--- src/rtl/alu_exec_unit_pkg.sv ---
// Shared constants for the ALU execution unit: opcode encoding, FSM states, opcode decoder.
package alu_exec_unit_pkg;

  typedef enum logic [3:0] {
    AluAdd = 4'd0,
    AluSub = 4'd1,
    AluAnd = 4'd4,
    AluOr  = 4'd5,
    AluMul = 4'd8
  } alu_op_e;

  typedef enum logic [1:0] {
    StIdle = 2'd0,
    StMul  = 2'd1,
    StDone = 2'd2
  } alu_state_e;

  // Unsupported opcodes fall back to add.
  function automatic alu_op_e alu_decode(input logic [3:0] code);
    case (code)
      4'd1:    return AluSub;
      4'd4:    return AluAnd;
      4'd5:    return AluOr;
      4'd8:    return AluMul;
      default: return AluAdd;
    endcase
  endfunction

endpackage

--- src/rtl/alu_exec_unit_mul.sv ---
// Iterative shift-add unsigned multiplier: one partial product per step, full 2*WIDTH product.
module mul_shift_add #(
  parameter int unsigned WIDTH      = 32,
  parameter int unsigned MUL_CYCLES = WIDTH
) (
  input  logic               clk_i,
  input  logic               rst_i,
  input  logic               start_i,
  input  logic               step_i,
  input  logic [WIDTH-1:0]   a_i,
  input  logic [WIDTH-1:0]   b_i,
  output logic               done_o,
  output logic [2*WIDTH-1:0] product_o
);

  localparam int unsigned CntW = (MUL_CYCLES > 1) ? $clog2(MUL_CYCLES) : 1;
  localparam logic [CntW-1:0] LastCnt = CntW'(MUL_CYCLES - 1);

  logic [2*WIDTH-1:0] acc_q, acc_d;
  logic [2*WIDTH-1:0] mcand_q, mcand_d;
  logic [WIDTH-1:0]   mplier_q, mplier_d;
  logic [CntW-1:0]    cnt_q, cnt_d;

  // Start loads operands; each step adds the shifted multiplicand when the multiplier LSB is set.
  always_comb begin
    acc_d    = acc_q;
    mcand_d  = mcand_q;
    mplier_d = mplier_q;
    cnt_d    = cnt_q;
    if (start_i) begin
      acc_d    = '0;
      mcand_d  = {{WIDTH{1'b0}}, a_i};
      mplier_d = b_i;
      cnt_d    = '0;
    end else if (step_i) begin
      if (mplier_q[0]) begin
        acc_d = acc_q + mcand_q;
      end
      mcand_d  = mcand_q << 1;
      mplier_d = mplier_q >> 1;
      cnt_d    = cnt_q + CntW'(1);
    end
  end

  // Product is exposed as the post-step value so the caller can capture it on the final edge.
  assign done_o    = step_i && (cnt_q == LastCnt);
  assign product_o = acc_d;

  // Datapath state.
  always_ff @(posedge clk_i or posedge rst_i) begin
    if (rst_i) begin
      acc_q    <= '0;
      mcand_q  <= '0;
      mplier_q <= '0;
      cnt_q    <= '0;
    end else begin
      acc_q    <= acc_d;
      mcand_q  <= mcand_d;
      mplier_q <= mplier_d;
      cnt_q    <= cnt_d;
    end
  end

endmodule

--- src/rtl/alu_exec_unit.sv ---
// ALU execution unit: single-cycle add/sub/and/or plus multi-cycle unsigned multiply.
module alu_exec_unit
  import alu_exec_unit_pkg::*;
#(
  parameter int unsigned WIDTH      = 32,
  parameter int unsigned MUL_CYCLES = WIDTH
) (
  input  logic             clk,
  input  logic             reset,
  input  logic             in_valid,
  input  logic [3:0]       alu_control,
  input  logic [WIDTH-1:0] a,
  input  logic [WIDTH-1:0] b,
  input  logic             flush,
  output logic             busy,
  output logic             out_valid,
  output logic [WIDTH-1:0] result,
  output logic [WIDTH-1:0] hi,
  output logic             zero
);

  alu_state_e         state_q, state_d;
  logic [WIDTH-1:0]   result_q, result_d;
  logic [WIDTH-1:0]   hi_q, hi_d;
  logic               zero_q, zero_d;

  alu_op_e            op;
  logic               accept;
  logic [WIDTH-1:0]   alu_res;
  logic               mul_start;
  logic               mul_step;
  logic               mul_done;
  logic [2*WIDTH-1:0] mul_product;

  mul_shift_add #(
    .WIDTH     (WIDTH),
    .MUL_CYCLES(MUL_CYCLES)
  ) u_mul (
    .clk_i    (clk),
    .rst_i    (reset),
    .start_i  (mul_start),
    .step_i   (mul_step),
    .a_i      (a),
    .b_i      (b),
    .done_o   (mul_done),
    .product_o(mul_product)
  );

  // Decode and single-cycle datapath.
  always_comb begin
    op     = alu_decode(alu_control);
    accept = in_valid && !flush && (state_q != StMul);
    case (op)
      AluSub:  alu_res = a - b;
      AluAnd:  alu_res = a & b;
      AluOr:   alu_res = a | b;
      default: alu_res = a + b;
    endcase
  end

  // Next state and next output values; DONE accepts a new request to allow back-to-back ops.
  always_comb begin
    state_d   = state_q;
    result_d  = result_q;
    hi_d      = hi_q;
    zero_d    = zero_q;
    mul_start = 1'b0;
    mul_step  = 1'b0;
    unique case (state_q)
      StIdle, StDone: begin
        state_d = StIdle;
        if (accept) begin
          if (op == AluMul) begin
            mul_start = 1'b1;
            state_d   = StMul;
          end else begin
            result_d = alu_res;
            hi_d     = '0;
            zero_d   = (alu_res == '0);
            state_d  = StDone;
          end
        end
      end
      StMul: begin
        if (flush) begin
          state_d = StIdle;
        end else begin
          mul_step = 1'b1;
          if (mul_done) begin
            result_d = mul_product[WIDTH-1:0];
            hi_d     = mul_product[2*WIDTH-1:WIDTH];
            zero_d   = (mul_product[WIDTH-1:0] == '0);
            state_d  = StDone;
          end
        end
      end
      default: state_d = StIdle;
    endcase
  end

  // FSM state and registered result outputs.
  always_ff @(posedge clk or posedge reset) begin
    if (reset) begin
      state_q  <= StIdle;
      result_q <= '0;
      hi_q     <= '0;
      zero_q   <= 1'b1;
    end else begin
      state_q  <= state_d;
      result_q <= result_d;
      hi_q     <= hi_d;
      zero_q   <= zero_d;
    end
  end

  // A flush during DONE kills the pending pulse.
  assign out_valid = (state_q == StDone) && !flush;
  assign busy      = (state_q == StMul);
  assign result    = result_q;
  assign hi        = hi_q;
  assign zero      = zero_q;

endmodule

--- config.mk ---
export PLATFORM = sky130hd
export DESIGN_NAME = alu_exec_unit
export DESIGN_NICKNAME = d
export VERILOG_FILES = /design/src/rtl/alu_exec_unit_pkg.sv /design/src/rtl/alu_exec_unit_mul.sv /design/src/rtl/alu_exec_unit.sv
export SDC_FILE = /design/constraint.sdc
export NUM_CORES = 1
export LEC_CHECK = 0
export CAP_MARGIN = 15
export CORE_MARGIN = 3
export CORE_UTILIZATION = 50
export DETAILED_ROUTE_END_ITERATION = 16
export PLACE_DENSITY = 0.7
export SYNTH_ARGS = -nofsm -noshare
export SYNTH_HDL_FRONTEND = slang
export SYNTH_SLANG_ARGS = --single-unit
--- constraint.sdc ---
create_clock -name clk -period 9.7 [get_ports clk]
set_input_delay 1.455 -clock clk [delete_from_list [all_inputs] [get_ports clk]]
set_output_delay 1.455 -clock clk [all_outputs]
set_load 0.02 [all_outputs]
==> parameters.txt, run 1 <==
Parameter                              Value

Setup path
  CP Launch Type    input pin
  Startpoint-to-endpoint class of the critical path    input pin to flip-flop
  Worst reg2reg endpoint    zero$_DFFE_PP1P_
  Startpoint of the worst setup timing path    b[4]
  Arrival time worst endpoint    7.01 ns
  Worst endpoint required time    10.17 ns
  Reg-to-reg slack, setup    5.05 ns
  Reg-to-reg startpoint    state_q[1]$_DFFE_PP0P_
  Critical path fanouts, max    8
  Element type at the critical path end    flip-flop
  Cell count of the worst reg-to-reg path    12

Min path
  Type of the worst min-delay path    flip-flop to flip-flop
  Destination of the worst hold path    u_mul.mplier_q[3]$_DFFE_PP0P_
  Number of instances on the worst hold path    2
  Hold wc startpoint    u_mul.mplier_q[3]$_DFFE_PP0P_

Routing
  Routed Antenna Nets    0
  Per-cell via count in the routed design    6.15
  Initial drt markers    1,482
  Routed length per instance    20.5 µm
  Post-route DRC    0
  Vias after detailed routing    15.9k
  Pre-Repair DR Iteration Count    6
  Final routed wirelength across all metal layers    53.2 mm

Placed design
  IO buf count    138
  Last weighted congestion value of the routability-driven placer    0.912
  Half-perimeter wire length after placement    39.4 mm

Yosys
  Top cell type by total area after synthesis    dfrtp_1
  Leading post-synthesis cells by cell area    dfrtp_1 (35%), nand2_1 (8.4%), ha_1 (7.5%)
  Count of distinct cell types in the synthesized netlist    90
  Synth top cells by count    nand2_1 (374), dfrtp_1 (231), a21oi_1 (216), nor2_1 (203), o21ai_0 (119)
  Share of the yosys chip area belonging to registers    0.349
  Synth warnings    0
  Commonest register cell after synthesis    dfrtp_1
  Mean area per synthesized cell    8.01 µm²
  Synthesized netlist cell count    2,076
  Post-synthesis register bit count    232
  Area share of the largest cell type after synthesis    0.348
  Nets in the synthesized netlist    2,249
  EDFF count, synth    0
  Share of flip-flops with an asynchronous set or reset after synthesis    1.00
  Area of the mapped netlist    0.0166 mm²
  Top-count cell post-synth    nand2_1

Floorplanning
  Die Y    188 µm
  Die X-Extent    188 µm
  Num ports    139
  Die area    0.0355 mm²
  Effective utilization at floorplan    0.510
  Row Count    66
  Floorplan core area    0.0326 mm²

Timing
  Final critical path time including I/O delays and setup    6.55 ns
  Unrepaired setup endpoints after global routing    false
  Max Freq    153 MHz
  Final max-slew violation count    0
  Skew final    0.0182 ns
  Number of setup violations in the final report    0
  Fin Setup TNS    0 ns
  Relative slew slack    0.257
  Hold Vio Cnt, Final    0
  Post-route clock period utilization    0.675
  Actual transition at the worst max-transition pin    1.11 ns

Final layout
  Ant. Diodes    0
  Ratio of cells with drive above 1 in the final layout    0.0432
  Number of nets in the final layout    2,307
  Register area    0.00581 mm²
  Synth-to-Final Area Change    14.9%
  Count of filler cells inserted in the layout    3,004
  Area taken by multi-input logic gates    0.0103 mm²

GRT
  Initial antenna violation count    4
  First-pass GRT wire length    84.9 mm
  Remaining global-route overflow    0
  Pin count of the biggest net entering global routing    109
  All-Layer GR Usage    0.295
  Via count of the first global-routing pass    15.2k

Clock tree
  Clock-pin slew on the worst setup and hold paths    0.06 ns
  Deepest level of the CTS H-tree    1
  Number of CTS-inserted buffers    26
  Hold-fix buffers at CTS    0
  Cell at the root of the clock tree    clkbuf_16
  Number of setup buffers added after CTS    0
  Clk_lat worst skew    0.55 ns
  Post-CTS Resized    0
  TritonCTS Sinks    232
  Clock tree from TritonCTS    yes
  Maximum count of clock buffers along a single path    3

Run status
  Status    completed

Pwr
  Power density over cell area    160 mW/mm²
  Peak supply drop    0.126 mV
  Power Total    3060 µW
  Leakage component of the power    0.00836 µW

Flow run
  Number of maximum-capacitance constraint violations    0
==> metal layers <==
metal  up-vias  share of wire  routed length, µm  track usage
met5         -        0.00075                 40            0
met4         6          0.026               1400       0.0742
met3        77          0.080               4230       0.0510
met2       617           0.42              22400        0.435
met1      7679           0.47              25100        0.449
li1       7559              -                  -            -
==> sequential cells by signal, indices dropped and copies added (netlist names) <==
name and flops:
u_mul.mcand_q 64, state_q 2, u_mul.mplier_q 32, zero 1
u_mul.cnt_q 5, hi 32, u_mul.acc_q 64, result 32
==> metrics by stage <==
stage | utilization | instances | instance area [µm²] | hold WS [ns] | worst slack (ns)
2_1_floorplan | - | 2076 | 16600 | 0.446 | 1.89
3_3_place_gp | 0.560 | 2548 | 18300 | 0.459 | 2.73
3_5_place_dp | 0.560 | 2548 | 18300 | 0.463 | 2.59
4_1_cts | 0.586 | 2593 | 19100 | 0.478 | 3.18
5_1_grt | 0.586 | 2593 | 19100 | 0.502 | 2.75
6_report | 0.586 | 2593 | 19100 | 0.477 | 3.15
==> area by class of cell <==
type	count	area share
Multi-Input combinational cell	1684	0.537
Sequential cell	232	0.304
Timing Repair Buffer	155	0.0790
Clock buffer	38	0.0396
Tap cell	442	0.0290
Inverter	35	0.00727
Clock inverter	7	0.00432
==> power by group <==
| group | internal (µW) | switching [µW] | leakage, µW |
|---|---|---|---|
| Clock | 566 | 419 | 0.000401 |
| Combinational | 354 | 538 | 0.00490 |
| Sequential | 1090 | 100 | 0.00306 |
| Total | 2010 | 1060 | 0.00836 |
==> worst max-delay path by stage <==
| stage | cells after the start | end | slack [ns] |
|---|---|---|---|
| after detailed placement | 20 | zero$_DFFE_PP1P_ | 2.59 |
| after CTS | 20 | zero$_DFFE_PP1P_ | 3.18 |
| after global placement | 20 | zero$_DFFE_PP1P_ | 2.73 |
| after floorplan | 1 | hi[0]$_DFFE_PP0P_ | 1.89 |
| final | 20 | zero$_DFFE_PP1P_ | 3.15 |
| after global routing | 20 | zero$_DFFE_PP1P_ | 2.75 |
==> worst max-delay path, cell delays in order <==
cell	delay [ns]
clkdlybuf4s50_1	0.52
or3_1	0.41
or3b_2	0.52
nor3_1	0.31
nand2_1	0.11
or2_1	0.29
o21ai_0	0.21
xor2_1	0.10
ha_1	0.43
nand4_1	0.17
or2_0	0.32
or3_1	0.37
o221ai_1	0.34
xnor2_1	0.16
o21ai_0	0.12
nor4_1	0.32
nand4b_1	0.18
nor4_1	0.32
nand4_1	0.15
o31ai_1	0.21
==> cell families after synthesis <==
logic type | after synthesis | synth area share
compound gates | 660 | 0.251
buf+inv | 160 | 0.0371
fa+ha+maj | 120 | 0.0884
mux | 22 | 0.0135
flops | 232 | 0.349
simple gates | 780 | 0.207
xor+xnor | 102 | 0.0537
==> cell usage in the layout (no fill, tap or decap), drive strengths merged, types with 12 or more instances in the layout <==
master / Yosys / routed
mux2i: 19 / 19
a21oi: 217 / 217
clkdlybuf4s50: 0 / 138
inv: 35 / 36
nand2b: 12 / 12
or3: 15 / 15
a22oi: 35 / 35
nand3: 45 / 45
clkbuf: 101 / 38
a211oi: 18 / 18
nor4: 17 / 17
xnor2: 63 / 63
a31oi: 53 / 53
o21a: 14 / 14
ha: 99 / 99
nor2: 203 / 203
nand4: 19 / 19
buf: 24 / 17
o21ai: 149 / 149
dfrtp: 231 / 231
a21o: 48 / 48
maj3: 19 / 19
o21bai: 16 / 16
nand2: 374 / 374
nor3: 27 / 27
o211ai: 21 / 21
xor2: 39 / 39
(Power assumes the default switching activity.)
==> inputs of run 2 (changes only) <==
- PLACE_DENSITY: 0.7 -> 0.73
- clock period: 9.7 -> 5.33 ns (I/O delays scaled with it)
==> run 2 against run 1 <==
  * Sequential share of layout area is 2.2 points lower
  * Setup slack worse by 3.0 ns
  * Core utilization is 4.5 points higher
  * Wire length grew 6.2%
  * Power grew 96%
  * Final cell count rose by 6.6%
  * Cell area grew 7.6%
  * Register-to-register slack lost 3.8 ns
  * Critical path depth grew 1
  * Non-clock buffer count rose by 163
  * Critical endpoint unchanged
==> parameters.txt, run 2 (synthesis gave the netlist of run 1 again) <==
Parameter                              Value

Run status
  Status    completed

Setup path
  Slowest library cell on the worst path    or3b_2
  CP Launch Type    input pin
  Reg-to-reg startpoint    u_mul.mcand_q[47]$_DFFE_PP0P_
  Most common cell on crit path    nand2_1
  Element type at the critical path end    flip-flop
  Worst endpoint required time    5.82 ns (-4.35 ns)
  Max incr delay on CP    0.52 ns (about the same)
  Critical path fanouts, max    7 (-1)
  Arrival time worst endpoint    5.64 ns (-1.37 ns)
  Reg-to-reg slack, setup    1.25 ns (-3.80 ns)
  Worst reg2reg endpoint    u_mul.acc_q[63]$_DFF_PP0_
  Cell-by-cell trace of the critical path    clkdlybuf4s50_1 -> or3_1 -> or3b_2 -> nor3_4 -> nand2_1 -> or2_1 -> o21ai_1 -> xor2_1 -> ha_1 -> buf_4 -> nand3_1 -> nand2_1 -> a221o_1 -> or4_4 -> o21ai_4 -> o31ai_2 -> a21oi_2 -> xnor2_1 -> a2111oi_2 -> nor3b_2 -> o31ai_1
  Cell count of the worst reg-to-reg path    12 (unchanged)
  Path length in cells of the critical path    21 (+5.0%)
  Buffer and inverter count on the worst path    2 (+1)
  Startpoint-to-endpoint class of the critical path    input pin to flip-flop
  Family with the most delay on the worst path    simple AND/OR/NAND/NOR gates

Clock tree
  Cell at the root of the clock tree    clkbuf_16
  TritonCTS Sinks    232 (unchanged)
  Clock-pin slew on the worst setup and hold paths    0.06 ns (about the same)
  Number of setup buffers added after CTS    0 (unchanged)
  Clock tree from TritonCTS    yes
  Number of CTS-inserted buffers    28 (+7.7%)
  Clk_lat worst skew    0.58 ns (+0.03 ns)
  Deepest level of the CTS H-tree    1 (unchanged)
  Maximum count of clock buffers along a single path    3 (unchanged)

Routing
  Post-route DRC    0 (unchanged)
  Routed length per instance    20.4 µm (-0.38%)
  Per-cell via count in the routed design    6.06 (-1.4%)
  M1 wire length    25.2 mm (+0.44%)
  Met2 routed WL    24.5 mm (+8.9%)
  Routed Antenna Nets    0 (unchanged)
  Final routed wirelength across all metal layers    56.4 mm (+6.2%)
  Vias after detailed routing    16.7k (+5.1%)
  WL met3    4.93 mm (+17%)
  Max Used Layer    met4
  Pre-Repair DR Iteration Count    7 (+1)
  Initial drt markers    1,760 (+19%)

GRT
  Pin count of the biggest net entering global routing    161 (+48%)
  First-pass GRT wire length    89.3 mm (+5.2%)
  Remaining global-route overflow    0 (unchanged)
  Via count of the first global-routing pass    16.1k (+6.0%)
  Initial antenna violation count    0 (-4)
  All-Layer GR Usage    0.314 (+0.0197)

Timing
  Hold Vio Cnt, Final    0 (unchanged)
  Skew final    0.0148 ns (-0.00348 ns)
  Final critical path time including I/O delays and setup    5.15 ns
  Number of setup violations in the final report    0 (unchanged)
  Max Freq    194 MHz
  Post-route clock period utilization    0.967
  Worst hold slack across all endpoints    0.477 ns (-0.000148 ns)
  Fin Setup TNS    0 ns (unchanged)
  Unrepaired setup endpoints after global routing    true
  Relative slew slack    0.269 (+0.0113)
  Final max-slew violation count    0 (unchanged)
  Actual transition at the worst max-transition pin    1.09 ns (-0.0270 ns)

Floorplanning
  Effective utilization at floorplan    0.510 (unchanged)
  Row Count    66 (unchanged)
  Die Y    188 µm (unchanged)
  Floorplan core area    0.0326 mm² (unchanged)
  Num ports    139 (unchanged)
  Die area    0.0355 mm² (unchanged)
  Die X-Extent    188 µm (unchanged)

Final layout
  Number of nets in the final layout    2,472 (+7.2%)
  Commonest cells after routing, fill and taps aside    nand2_1 (374), dfrtp_1 (231), a21oi_1 (216)
  Ant. Diodes    0 (unchanged)
  Largest registers    u_mul.acc_q: 64 flops, u_mul.mcand_q: 64 flops
  Synth-to-Final Area Change    23.7%
  Finished Cell Area    0.0206 mm² (+7.6%)
  Leading cell type in the layout, fill and taps excluded    nand2_1
  Ratio of cells with drive above 1 in the final layout    0.117 (+0.0740)
  Fin util    0.630 (+0.0448)

Pwr
  Power density over cell area    293 mW/mm² (+82%)
  Leakage component of the power    0.00923 µW (+10%)
  Peak supply drop    0.231 mV (+83%)

Placed design
  Half-perimeter wire length after placement    42.7 mm (+8.4%)
  Cell area after placement    0.0195 mm² (+6.7%)
  IO buf count    138 (unchanged)
  Last weighted congestion value of the routability-driven placer    0.995 (+9.1%)

Min path
  Number of instances on the worst hold path    2 (unchanged)
  Type of the worst min-delay path    flip-flop to flip-flop
  Destination of the worst hold path    u_mul.mplier_q[17]$_DFFE_PP0P_
  Hold wc startpoint    u_mul.mplier_q[17]$_DFFE_PP0P_

Flow run
  Number of maximum-capacitance constraint violations    0 (unchanged)
[run 2: cell types whose count changed in the layout (fill, tap and decap cells not counted), moves of 2 or more]
cell | previous run | this run
bufinv_16 | 1 | 3
nor4_1 | 16 | 12
clkbuf_16 | 26 | 28
clkinvlp_4 | 3 | 5
buf_4 | 17 | 177
nor4_2 | 1 | 4
clkinv_4 | 0 | 2
buf_12 | 0 | 2
[run 2: worst max path at each step]
stage	startpoint	to	slack [ns]
floorplan	b[3]	zero$_DFFE_PP1P_	0.03
global placement	b[5]	zero$_DFFE_PP1P_	-0.56
detailed placement	b[5]	zero$_DFFE_PP1P_	-0.62
CTS	b[5]	zero$_DFFE_PP1P_	0.09
global route	b[5]	zero$_DFFE_PP1P_	-0.07
finish	b[5]	zero$_DFFE_PP1P_	0.18
[run 2: metal layers]
layer | global-route usage | up-vias
met2 | 0.475 | 681
met1 | 0.455 | 8040
met3 | 0.0618 | 99
li1 | - | 7926
met5 | 0 | -
met4 | 0.103 | 0
[run 2: area by class of cell]
class                      count  area, µm²
multi-input combinational   1684      10300
sequential                   232       5810
timing repair buffer         318       2770
clock buffer                  39        792
fill                        2823      12100
inverter                      35        135
clock inverter                13        190
tap                          442        553
[run 2: worst reg2reg max path, cell delays in order (launching register included)]
cell	delay [ns]
dfrtp_1	0.41
ha_1	0.41
nand2_1	0.21
nor4_1	0.93
o21ai_0	0.21
o31a_1	0.37
o221ai_1	0.25
a31oi_2	0.14
nor4b_1	0.44
o21ai_1	0.19
nand2b_1	0.13
mux2i_1	0.18
a21oi_1	0.08
[run 2: power breakdown]
group / switching [µW] / leakage (µW) / internal, µW
clock: 815 / 0.000464 / 1190
combinational: 1040 / 0.00571 / 803
sequential: 187 / 0.00306 / 1980
total: 2040 / 0.00923 / 3980
[run 2: repair_timing]
item | 4_1_cts | 5_1_grt
gates resized for setup | 2 | 12
pin swaps | 1 | 5
cloned | 0 | 0
setup endpoints to repair | 1 | 4
hold buffers | 0 | 0
[run 2: through the flow]
step                      setup WS, ns  total power (µW)  cells
after floorplan                 0.0266              3210   2076
after global placement          -0.562              3950   2710
after detailed placement        -0.619              3980   2710
after CTS                       0.0872              6020   2762
after global routing           -0.0711              6320   2763
final                            0.178              6020   2763
